File: src/rtl/dff_reg_arbiter_if.sv
// Request/grant/acknowledge bundle between bus-side requesters and the
// shared flip-flop register arbiter. Requesters use the master modport,
// the arbiter uses the slave modport.
interface dff_reg_arbiter_if #(
   parameter int WIDTH = 8,
   parameter int NREQ  = 4
);
   logic [NREQ-1:0]       REQ;
   logic [2*NREQ-1:0]     OP;
   logic [NREQ*WIDTH-1:0] DIN;
   logic [NREQ-1:0]       GNT;
   logic                  ACK;
   logic [WIDTH-1:0]      Q;
   logic [WIDTH-1:0]      QF;
   logic                  BUSY;

   modport master (output REQ, OP, DIN, input GNT, ACK, Q, QF, BUSY);
   modport slave  (input REQ, OP, DIN, output GNT, ACK, Q, QF, BUSY);
endinterface

File: src/rtl/dff_reg_arbiter.sv
// Arbiter and sequencer for a shared WIDTH-bit preset/clear register.
// Requesters are served one at a time through IDLE -> GRANT -> DONE; the
// granted operation (LOAD/PRESET/CLEAR/READ) is applied on the GRANT->DONE
// edge. Default build arbitrates round-robin from a rotating pointer;
// defining DFFARB_FIXED_PRIO_EN switches to fixed lowest-index priority
// and removes the pointer.
module dff_reg_arbiter #(
   parameter int WIDTH = 8,
   parameter int NREQ  = 4
) (
   input logic              CLK,
   input logic              CLR,
   dff_reg_arbiter_if.slave bus
);

   localparam int IW = (NREQ > 1) ? $clog2(NREQ) : 1;

   typedef enum logic [1:0] {
      IDLE  = 2'd0,
      GRANT = 2'd1,
      DONE  = 2'd2
   } state_t;

   typedef enum logic [1:0] {
      OP_LOAD   = 2'b00,
      OP_PRESET = 2'b01,
      OP_CLEAR  = 2'b10,
      OP_READ   = 2'b11
   } op_t;

   state_t            state;
   logic [IW-1:0]     winner;
   logic [NREQ-1:0]   gnt;
   logic              ack;
   logic              busy;
   logic [WIDTH-1:0]  q;
`ifndef DFFARB_FIXED_PRIO_EN
   logic [IW-1:0]     ptr;
`endif

   logic              pick_valid;
   logic [IW-1:0]     pick_idx;
   logic              win_req;
   op_t               win_op;
   logic [WIDTH-1:0]  win_din;

   // Choose the next winner from the live request vector.
   // Candidates are scanned from the farthest to the nearest priority
   // position so the highest-priority set bit is the last one written.
   always_comb begin
      // NOTE: every always_comb output gets a default first; a path that
      // leaves it unassigned would infer a latch.
      pick_valid = 1'b0;
      pick_idx   = '0;
      for (int off = NREQ - 1; off >= 0; off--) begin
`ifdef DFFARB_FIXED_PRIO_EN
         if (bus.REQ[off]) begin
            pick_valid = 1'b1;
            pick_idx   = IW'(off);
         end
`else
         if (bus.REQ[(int'(ptr) + off) % NREQ]) begin
            pick_valid = 1'b1;
            pick_idx   = IW'((int'(ptr) + off) % NREQ);
         end
`endif
      end
   end

   // Fields of the latched winner, used on the GRANT -> DONE edge.
   always_comb begin
      win_req = bus.REQ[winner];
      win_op  = op_t'(bus.OP[2*winner +: 2]);
      win_din = bus.DIN[WIDTH*winner +: WIDTH];
   end

   // Handshake state machine, register bank and all registered outputs.
   // NOTE: sequential state uses non-blocking assignments only, so every
   // register samples the values from before the clock edge.
   always_ff @(posedge CLK or negedge CLR) begin
      if (!CLR) begin
         state  <= IDLE;
         winner <= '0;
         gnt    <= '0;
         ack    <= 1'b0;
         busy   <= 1'b0;
         q      <= '0;
`ifndef DFFARB_FIXED_PRIO_EN
         ptr    <= '0;
`endif
      end else begin
         case (state)
            IDLE: begin
               ack <= 1'b0;
               if (pick_valid) begin
                  state  <= GRANT;
                  winner <= pick_idx;
                  gnt    <= NREQ'(1) << pick_idx;
                  busy   <= 1'b1;
               end
            end
            GRANT: begin
               gnt <= '0;
               if (win_req) begin
                  state <= DONE;
                  ack   <= 1'b1;
                  case (win_op)
                     OP_LOAD:   q <= win_din;
                     OP_PRESET: q <= '1;
                     OP_CLEAR:  q <= '0;
                     default:   q <= q;
                  endcase
`ifndef DFFARB_FIXED_PRIO_EN
                  ptr <= (winner == IW'(NREQ - 1)) ? '0 : winner + 1'b1;
`endif
               end else begin
                  // Requester withdrew: abort without touching Q or PTR.
                  state <= IDLE;
                  busy  <= 1'b0;
               end
            end
            DONE: begin
               state <= IDLE;
               ack   <= 1'b0;
               busy  <= 1'b0;
            end
            default: begin
               state <= IDLE;
               gnt   <= '0;
               ack   <= 1'b0;
               busy  <= 1'b0;
            end
         endcase
      end
   end

   assign bus.GNT  = gnt;
   assign bus.ACK  = ack;
   assign bus.BUSY = busy;
   assign bus.Q    = q;
   assign bus.QF   = ~q;

endmodule

File: src/flat_wrapper.sv
// flat-port wrapper written by rule: the top's interface ports become plain ports
module dff_reg_arbiter_flat 
#(
   parameter int WIDTH = 8,
   parameter int NREQ  = 4
)
  (CLK, CLR, bus_REQ, bus_OP, bus_DIN, bus_GNT, bus_ACK, bus_Q, bus_QF, bus_BUSY);
  dff_reg_arbiter_if #(.WIDTH(WIDTH), .NREQ(NREQ)) bus_i ();
  input logic CLK;
  input logic CLR;
  input wire logic [$bits(bus_i.REQ)-1:0] bus_REQ;
  input wire logic [$bits(bus_i.OP)-1:0] bus_OP;
  input wire logic [$bits(bus_i.DIN)-1:0] bus_DIN;
  output wire logic [$bits(bus_i.GNT)-1:0] bus_GNT;
  output wire logic [$bits(bus_i.ACK)-1:0] bus_ACK;
  output wire logic [$bits(bus_i.Q)-1:0] bus_Q;
  output wire logic [$bits(bus_i.QF)-1:0] bus_QF;
  output wire logic [$bits(bus_i.BUSY)-1:0] bus_BUSY;
  assign bus_i.REQ = bus_REQ;
  assign bus_i.OP = bus_OP;
  assign bus_i.DIN = bus_DIN;
  assign bus_GNT = bus_i.GNT;
  assign bus_ACK = bus_i.ACK;
  assign bus_Q = bus_i.Q;
  assign bus_QF = bus_i.QF;
  assign bus_BUSY = bus_i.BUSY;
  dff_reg_arbiter #(.WIDTH(WIDTH), .NREQ(NREQ)) u_core (.CLK(CLK), .CLR(CLR), .bus(bus_i));
endmodule
File: config.mk
export PLATFORM = sky130hd
export DESIGN_NAME = dff_reg_arbiter_flat
export DESIGN_NICKNAME = d
export VERILOG_FILES = /design/src/rtl/dff_reg_arbiter_if.sv /design/src/rtl/dff_reg_arbiter.sv /design/src/flat_wrapper.sv
export SDC_FILE = /design/constraint.sdc
export NUM_CORES = 1
export LEC_CHECK = 0
export CORE_ASPECT_RATIO = 0.75
export CORE_UTILIZATION = 38
export CTS_CLUSTER_SIZE = 28
export DETAILED_ROUTE_END_ITERATION = 10
export HOLD_SLACK_MARGIN = 0.12
export PLACE_DENSITY = 0.81
export SYNTH_ARGS = -nofsm -noshare
export SYNTH_HDL_FRONTEND = slang
export SYNTH_SLANG_ARGS = --single-unit
File: constraint.sdc
create_clock -name CLK -period 2.7 [get_ports CLK]
set_input_delay 0.405 -clock CLK [delete_from_list [all_inputs] [get_ports CLK]]
set_output_delay 0.405 -clock CLK [all_outputs]
set_load 0.05 [all_outputs]
==> results.json, run 1 <==
{
  "synth_cell_types": 27,
  "tightest_slew_ns": 0.9196,
  "htree_levels": 1,
  "synthToLayoutAreaGrowth_pct": 64.22,
  "synth_area_leaders": "dfrtp_1, mux4_2, nand2_1",
  "grt-ovfl-total": 0,
  "setup_viol": 0,
  "numCtsBuffers": 3,
  "worst_slack_ns": 0.5386,
  "status": "completed",
  "vias": 1208,
  "die_y_um": 51.22,
  "synth_xor_area_share_pct": 0,
  "cp.required_ns": 2.84,
  "stdcell_count": 225,
  "synth-compound-area-share_pct": 11.82,
  "grt_max_degree": 21,
  "final_layout_size_suffix_gt1_share_pct": 11.23,
  "synth_seq_cells": 20,
  "die_w_um": 67.63,
  "yosys_warnings": 0,
  "antenna_cells": 0,
  "worstSetupPathType": "input pin to register",
  "dr.pass1.iters": 4,
  "fin_crit_sh_pct": 80.05,
  "start_kind": "input pin",
  "synthCells": 117,
  "path_buf_inv": 2,
  "synth_adder_area_share_pct": 3.058,
  "cp.arrival_ns": 2.30,
  "ant_nets": 0,
  "period_needed_ns": 2.161,
  "dieArea_um2": 3464,
  "gp_congestion": 0.8036,
  "grt_pass1_vias": 1222,
  "finalSetupTns_ns": 0,
  "cap_violations": 0,
  "drt_iter0_markers": 76,
  "slew_violations": 0,
  "cp_cell_sequence": "clkdlybuf4s50_1, mux4_2, ha_1, inv_1, a21boi_4, a21oi_1",
  "worstHoldStart": "u_core.bus.ACK",
  "start_util_pct": 40.93,
  "r2r-start": "u_core.winner[0]",
  "ys.flop_type": "dfrtp_1",
  "peakVddDrop_v": 0.0005174,
  "hold_buffers": 0,
  "synth_top_area_share_pct": 40.77,
  "place_hpwl_um": 2984,
  "crit_start": "bus_OP[0]",
  "synthSimpleGateAreaFrac_pct": 15.80,
  "drc": 0,
  "slowest_stage": "mux4_2",
  "skew_ns": 0.006031,
  "power_density_nw_per_um2": 1342,
  "antenna_found_initial": 0,
  "final_area_um2": 2016,
  "ios": 68,
  "synth.area.mux_share_pct": 22.32,
  "seq_area_frac_synth_pct": 40.77,
  "wl_per_cell_um": 16.26,
  "via_per_inst": 5.369,
  "relSlewSlack_pct": 38.50,
  "fin_util_pct": 67.21,
  "placed_cells": 221,
  "wl_um": 3659,
  "cellLeakagePower_nw": 0.8625,
  "final_nets": 237,
  "synthArstFlopShare_pct": 100.0,
  "critPathMaxFanout": 9,
  "hold_path.class": "register to register",
  "synth_top_area_cell": "dfrtp_1",
  "grt_pass1_wl_um": 5871,
  "path_delay_family": "buffers and inverters",
  "dp_slack_ns": 0.2534,
  "clk_pin_slew_ns": 0.08,
  "hold_viol": 0,
  "cts_setup_buffers": 0,
  "synth_fp_nets": 166,
  "io_buffer_count": 67,
  "worstSetupEndpointType": "register",
  "postPlaceCellArea_um2": 1944,
  "slowest_delay_ns": 0.48,
  "grtUsageTotal_pct": 23.97,
  "fmax_mhz": 462.7,
  "cts-root-buf": "clkbuf_8",
  "cts.repair.resized": 0,
  "synth_edf_count": 0,
  "cts_tree": "done",
  "worstSkewPairLatency_ns": 0.27,
  "row_count": 17,
  "cts.sinks": 20,
  "syn_avg_cell_area_um2": 10.49,
  "synth_area_um2": 1227,
  "cts_max_path_buffers": 2,
  "synth_top_family_by_area": "multiplexers",
  "core-area_um2": 2999,
  "rsz0062_at_grt": "no"
}
[path summary, 6_finish.rpt]
kind,endpoint,slack (ns),cells past startpoint
max,u_core.bus.Q[5],0.54,6
min,u_core.bus.ACK,0.50,1
max reg2reg,u_core.bus.Q[5],0.57,5
min reg2reg,u_core.bus.ACK,0.50,1
max in group asynchronous,u_core.bus.Q[5],1.49,1
min in group asynchronous,u_core.winner[0],0.65,1
[cells in the mapped netlist (all sizes together), types with 3 or more instances]
library cell and n:
inv 14, nor2b 3, nor2 13, nand2 16, a21oi 11, ha 3, nand3 3, o32ai 4
buf 4, mux4 11, dfrtp 20
[cell type report]
type / instances / area, um2
clock buffers: 3 / 41.29
clock inverters: 1 / 30.03
fillers: 229 / 983.4
inverters: 14 / 52.55
multi-input cells: 79 / 650.6
flip-flops and latches: 20 / 500.5
well taps: 38 / 47.55
repair buffers: 70 / 693.2
[power by group]
group          switching (W)  internal, W  total, W
logic                0.00112     0.000713   0.00183
registers           0.000120     0.000448  0.000568
clock network       0.000104     0.000198  0.000302
total                0.00135      0.00136   0.00270
[per-stage QoR]
step | hold slack (ns) | power [W]
2_1_floorplan | 0.1094 | 0.001824
3_5_place_dp | 0.4863 | 0.002406
4_1_cts | 0.5039 | 0.002717
5_1_grt | 0.5348 | 0.002891
3_3_place_gp | 0.4783 | 0.002347
6_report | 0.4954 | 0.002705
[per-layer routing]
layer	share of wire [%]	up-vias	global-route usage, %
met4	2.1	0	7.092
met3	4.4	9	5.134
met2	49	37	37.95
met1	45	606	32.71
li1	-	556	-
met5	0	-	0
[registers in the layout, indices dropped and copies added (netlist names)]
register and cells:
u_core.state 2, u_core.ptr 2, u_core.bus.Q 8, u_core.winner 2
u_core.bus.BUSY 1, u_core.bus.GNT 4, u_core.bus.ACK 1
[kinds of logic after synthesis]
kind of cell	count (synthesis)
simple gates	42
compound gates	21
flops	20
buf+inv	18
mux	13
fa+ha+maj	3
[placed cells by master, fill, tap and decap left out, types with 2 or more instances in the layout]
cell,n
o21ai_0,2
buf_4,3
inv_1,14
o32ai_1,4
dfrtp_1,20
a21oi_1,10
nor2_1,13
nand3_1,3
clkdlybuf4s50_1,67
clkbuf_8,3
nand3b_1,2
mux2_2,2
ha_1,3
mux4_2,10
nor2b_1,3
nand2_1,16
Note: power is estimated with default switching activity, not from simulation.
==> run 2, diff against run 1 <==
- clock period: 2.7 -> 2 ns (I/O delays scaled with it)
==> run 2 against run 1 <==
- critical path depth down 1
- design area up 2.7%
- combinational power up 44%
- wire length up 13%
- total power up 38%
- sequential share of layout area down 0.60 points
- non-clock buffer count up 9
- sequential power up 37%
- clock-buffer cell count up 1
==> results.json, run 2 (synthesized netlist as in run 1, its figures left out) <==
{
  "hold_path.class": "input pin to asynchronous set/reset pin",
  "grt_pass1_wl_um": 6210,
  "cp.required_ns": 2.14,
  "comb_power_share_pct": 70.8,
  "wl_um": 4139,
  "largest_reg_flops": 8,
  "vias": 1263,
  "worstSetupPathType": "register to register",
  "grtUsageTotal_pct": 25.98,
  "fmax_mhz": 518.9,
  "period_needed_ns": 1.927,
  "relSlewSlack_pct": 64.72,
  "dr.pass1.iters": 4,
  "grt_max_degree": 21,
  "mostFrequentLayoutCells": "clkdlybuf4s50_1, dfrtp_1, nand2_1",
  "rsz0062_at_grt": "no",
  "htree_levels": 1,
  "seqCellArea_um2": 501.7,
  "final_layout_size_suffix_gt1_share_pct": 16.33,
  "power_density_nw_per_um2": 1798,
  "synthToLayoutAreaGrowth_pct": 68.71,
  "hold_viol": 0,
  "stdcell_count": 234,
  "ios": 68,
  "crit_start": "u_core.winner[0]",
  "cap_violations": 0,
  "fin_util_pct": 69.04,
  "critPathMaxFanout": 8,
  "power.switching_w": 0.001898,
  "numCtsBuffers": 3,
  "clk_pin_slew_ns": 0.07,
  "peakVddDrop_v": 0.0007805,
  "rr_worst_depth": 5,
  "cts.repair.resized": 0,
  "r2r-end": "u_core.bus.Q[3]",
  "row_count": 17,
  "core-area_um2": 2999,
  "worstSetupEndpointType": "register",
  "r2r-start": "u_core.winner[0]",
  "final_common_cell": "clkdlybuf4s50_1",
  "tightest_slew_ns": 0.5275,
  "die_y_um": 51.22,
  "worstSkewPairLatency_ns": 0.26,
  "cts_max_path_buffers": 2,
  "setup_viol": 0,
  "via_per_inst": 5.397,
  "multi_input_area_um2": 653.1,
  "grt-ovfl-total": 0,
  "rrSetupSlack_ns": 0.07,
  "cts-root-buf": "clkbuf_8",
  "cp.arrival_ns": 2.07,
  "p_int_w": 0.001825,
  "seq_power_share_pct": 20.9,
  "drt_iter0_markers": 54,
  "wl_per_cell_um": 17.69,
  "cellLeakagePower_nw": 0.8957,
  "antenna_found_initial": 0,
  "slew_violations": 0,
  "cts.sinks": 20,
  "drc": 0,
  "p_clk_share_pct": 8.3,
  "crit_path_end": "u_core.bus.Q[3]",
  "ant_nets": 0,
  "hold_buffers": 0,
  "dieArea_um2": 3464,
  "start_util_pct": 40.93,
  "place_hpwl_um": 3098,
  "fin_crit_sh_pct": 96.36,
  "cts_tree": "done",
  "final_nets": 246,
  "gp_congestion": 0.7498,
  "io_buffer_count": 67,
  "grt_pass1_vias": 1276,
  "placed_cells": 230,
  "status": "completed",
  "sw_frac_of_total_pct": 50.98,
  "die_w_um": 67.63,
  "antenna_cells": 0,
  "cts_setup_buffers": 0,
  "skew_ns": 0.005505,
  "fillerInstances": 209,
  "start_kind": "register"
}
run 2: metrics by stage:
stage | total power (W) | hold slack [ns] | setup TNS [ns] | setup WS, ns | cell area, um2
6_report | 0.003724 | 0.3688 | 0 | 0.07274 | 2071
5_1_grt | 0.003919 | 0.4003 | 0 | 0.01732 | 2071
4_1_cts | 0.003716 | 0.3795 | 0 | 0.08763 | 2071
3_5_place_dp | 0.003363 | 0.5157 | -0.9232 | -0.1312 | 2016
3_3_place_gp | 0.003271 | 0.4781 | -0.5273 | -0.07253 | 2016
2_1_floorplan | 0.002500 | 0.004409 | -0.3666 | -0.04861 | 1242
run 2: power groups by stage:
stage	combinational, W	sequential [W]	clock, W
finish	0.00264	0.000778	0.000309
global route	0.00280	0.000797	0.000325
CTS	0.00264	0.000772	0.000309
detailed placement	0.00259	0.000775	0
global placement	0.00251	0.000766	0
floorplan	0.00130	0.00120	0
run 2: cell type report:
class | count | area share, %
repair buffers | 79 | 36.74
multi-input cells | 79 | 31.54
flip-flops and latches | 20 | 24.23
clock buffers | 4 | 2.659
inverters | 14 | 2.538
well taps | 38 | 2.296
run 2: routing by layer:
metal  vias to the layer above  global-route usage [%]  part of all wire, %
met5                         -                       0                    0
met4                         0                   15.60                  3.4
met3                        10                   3.348                  4.1
met2                        49                   42.08                   50
met1                       629                   32.81                   42
li1                        575                       -                    -
run 2: worst min-delay path by stage:
| stage | from | end | cells past startpoint |
|---|---|---|---|
| floorplan | CLR | u_core.bus.ACK | 0 |
| detailed placement | u_core.bus.ACK | u_core.bus.ACK | 1 |
| finish | CLR | u_core.bus.Q[6] | 2 |
| CTS | CLR | u_core.bus.Q[6] | 2 |
| global placement | u_core.bus.ACK | u_core.bus.ACK | 1 |
| global route | CLR | u_core.bus.Q[2] | 2 |
run 2: worst max-delay path, cell delays in order, from the launching register on:
cell and delay [ns]:
dfrtp_2 0.43, mux4_2 0.53, ha_2 0.19, and3b_1 0.22
a21boi_4 0.31, a21oi_1 0.13
==> run 3, diff against run 2 <==
- ABC_AREA: default -> 1
- CORE_UTILIZATION: 38 -> 41
- PLACE_DENSITY: 0.81 -> 0.82
- REMOVE_ABC_BUFFERS: default -> 1
==> run 3 against run 2 <==
- the flow now finishes with violations (design-rule violations)
- setup slack better by 0.070 ns
- sequential cell count unchanged
- non-clock buffer count down 4
- via count up 30%
- combinational power up 13%
- sequential share of layout area down 2.1 points
- critical path type is now register to output pin
==> results.json, run 3 <==
{
  "synthToLayoutAreaGrowth_pct": 53.87,
  "synth_edf_count": 0,
  "vias": 1636,
  "drt_iter0_markers": 56,
  "hold_viol": 0,
  "io_buffer_count": 67,
  "mostFrequentLayoutCells": "nand2_1, clkdlybuf4s50_1, o21ai_0",
  "synth_top_area_cell": "dfrtp_1",
  "cap_violations": 0,
  "htree_levels": 1,
  "cts_setup_buffers": 0,
  "seq_area_frac_synth_pct": 33.98,
  "core-area_um2": 3356,
  "violations": "design-rule violations",
  "status": "finished, violations left",
  "start_kind": "register",
  "wl_per_cell_um": 12.16,
  "cts_tree": "done",
  "largest_reg_flops": 8,
  "synth_seq_cells": 20,
  "hold_path.class": "input pin to asynchronous set/reset pin",
  "grtUsageTotal_pct": 23.39,
  "cp.required_ns": 1.70,
  "grt_pass1_wl_um": 6831,
  "gp_congestion": 0.8310,
  "hold_buffers": 0,
  "critPathMaxFanout": 2,
  "setup_viol": 0,
  "tightest_slew_ns": 0.5156,
  "numCtsBuffers": 3,
  "place_hpwl_um": 3118,
  "relSlewSlack_pct": 65.52,
  "sw_frac_of_total_pct": 54.30,
  "synth_area_leaders": "dfrtp_1, nand2_1, o21ai_0",
  "worstSetupEndpointType": "output pin",
  "seqCellArea_um2": 500.5,
  "ys.flop_type": "dfrtp_1",
  "dieArea_um2": 3838,
  "synth_top_area_share_pct": 33.98,
  "cts-root-buf": "clkbuf_8",
  "synthCells": 219,
  "dp_slack_ns": -0.04744,
  "netlist_top_cells_count": "nand2_1, o21ai_0, inv_1",
  "fin_crit_sh_pct": 92.84,
  "period_needed_ns": 1.857,
  "p_int_w": 0.001879,
  "power_density_nw_per_um2": 1814,
  "seq_power_share_pct": 17.5,
  "final_layout_size_suffix_gt1_share_pct": 11.81,
  "grt_pass1_vias": 1586,
  "comb_power_share_pct": 72.5,
  "grt_max_degree": 22,
  "grt-ovfl-total": 0,
  "power.switching_w": 0.002232,
  "cts_max_path_buffers": 2,
  "fmax_mhz": 538.6,
  "cp.arrival_ns": 1.56,
  "worstSkewPairLatency_ns": 0.27,
  "worstSetupPathType": "register to output pin",
  "ant_nets": 0,
  "skew_ns": 0.006218,
  "fin_util_pct": 67.52,
  "syn_avg_cell_area_um2": 6.724,
  "cts.repair.resized": 0,
  "die_y_um": 53.90,
  "cts.sinks": 20,
  "drc": 1,
  "worst_slack_ns": 0.1432,
  "ios": 68,
  "row_count": 18,
  "synth_cell_types": 24,
  "synth_area_um2": 1473,
  "final_nets": 338,
  "slew_violations": 0,
  "antenna_cells": 0,
  "peakVddDrop_v": 0.001192,
  "dr.pass1.iters": 8,
  "clk_pin_slew_ns": 0.08,
  "die_w_um": 71.21,
  "multi_input_area_um2": 814.5,
  "cellLeakagePower_nw": 1.084,
  "antenna_found_initial": 0,
  "fillerInstances": 288,
  "synthArstFlopShare_pct": 100.0,
  "yosys_warnings": 0,
  "wl_um": 3989,
  "via_per_inst": 4.988,
  "start_util_pct": 43.89,
  "synth.most_common_cell": "nand2_1",
  "p_clk_share_pct": 9.9
}
## run 3: changes by cell type after synthesis, sizes merged, moves of 7 or more
cell | before | now
mux4 | 11 | 0
o22ai | 0 | 9
nand2 | 16 | 81
inv | 14 | 25
a21oi | 11 | 4
o21ai | 2 | 33
nor2 | 13 | 23
## run 3: cell families after synthesis
kind of cell	share of synthesized area, %
adders and majority gates	2.549
DFF	33.98
buffers and inverters	10.87
AOI/OAI and AO/OA	18.27
and+or+nand+nor	34.32
## run 3: final timing paths
path | start | end | slack (ns) | depth (start not counted)
min | CLR | u_core.bus.Q[0] | 0.36 | 2
min in group CLK | u_core.bus.GNT[0] | u_core.bus.GNT[0] | 0.48 | 2
max reg2reg | u_core.winner[0] | u_core.bus.Q[6] | 0.22 | 10
max in group asynchronous | CLR | u_core.bus.GNT[3] | 1.43 | 2
min reg2reg | u_core.bus.GNT[0] | u_core.bus.GNT[0] | 0.48 | 2
max | u_core.bus.Q[5] | bus_QF[5] | 0.14 | 2
## run 3: cell type report
| class | count | area share (%) |
|---|---|---|
| flip-flops and latches | 20 | 22.09 |
| multi-input cells | 164 | 35.95 |
| repair buffers | 75 | 32.25 |
| well taps | 40 | 2.209 |
| inverters | 25 | 4.362 |
| clock buffers | 3 | 1.822 |
| clock inverters | 1 | 1.325 |
## run 3: worst max-delay path: stages (launching register included)
cell	delay, ns
dfrtp_1	0.39
inv_1	0.08
clkdlybuf4s50_1	0.82
## run 3: metal layers
metal  track usage (%)  up-vias  routed length (um)
met5                 0        -                   0
met4             6.000        0                  35
met3             5.056        5                 246
met2             42.54       47                1827
met1             28.79      750                1879
li1                  -      834                   -
## run 3: power by group through the flow
stage          clock network, W  registers, W  logic, W
3_3_place_gp                  0      0.000721   0.00288
4_1_cts                0.000410      0.000721   0.00296
5_1_grt                0.000430      0.000737   0.00330
2_1_floorplan                 0       0.00112   0.00161
3_5_place_dp                  0      0.000721   0.00296
6_report               0.000409      0.000721   0.00298
## run 3: stage by stage
step | hold WS, ns | instances | total power (W) | instance area, um2 | TNS [ns]
after detailed placement | 0.4742 | 324 | 0.003678 | 2192 | -0.2688
after CTS | 0.3719 | 328 | 0.004096 | 2263 | 0
after floorplan | 0.004409 | 209 | 0.002731 | 1411 | -1.899
final | 0.3609 | 328 | 0.004111 | 2266 | 0
after global placement | 0.4647 | 324 | 0.003603 | 2192 | 0
after global routing | 0.3795 | 328 | 0.004472 | 2266 | -0.003905
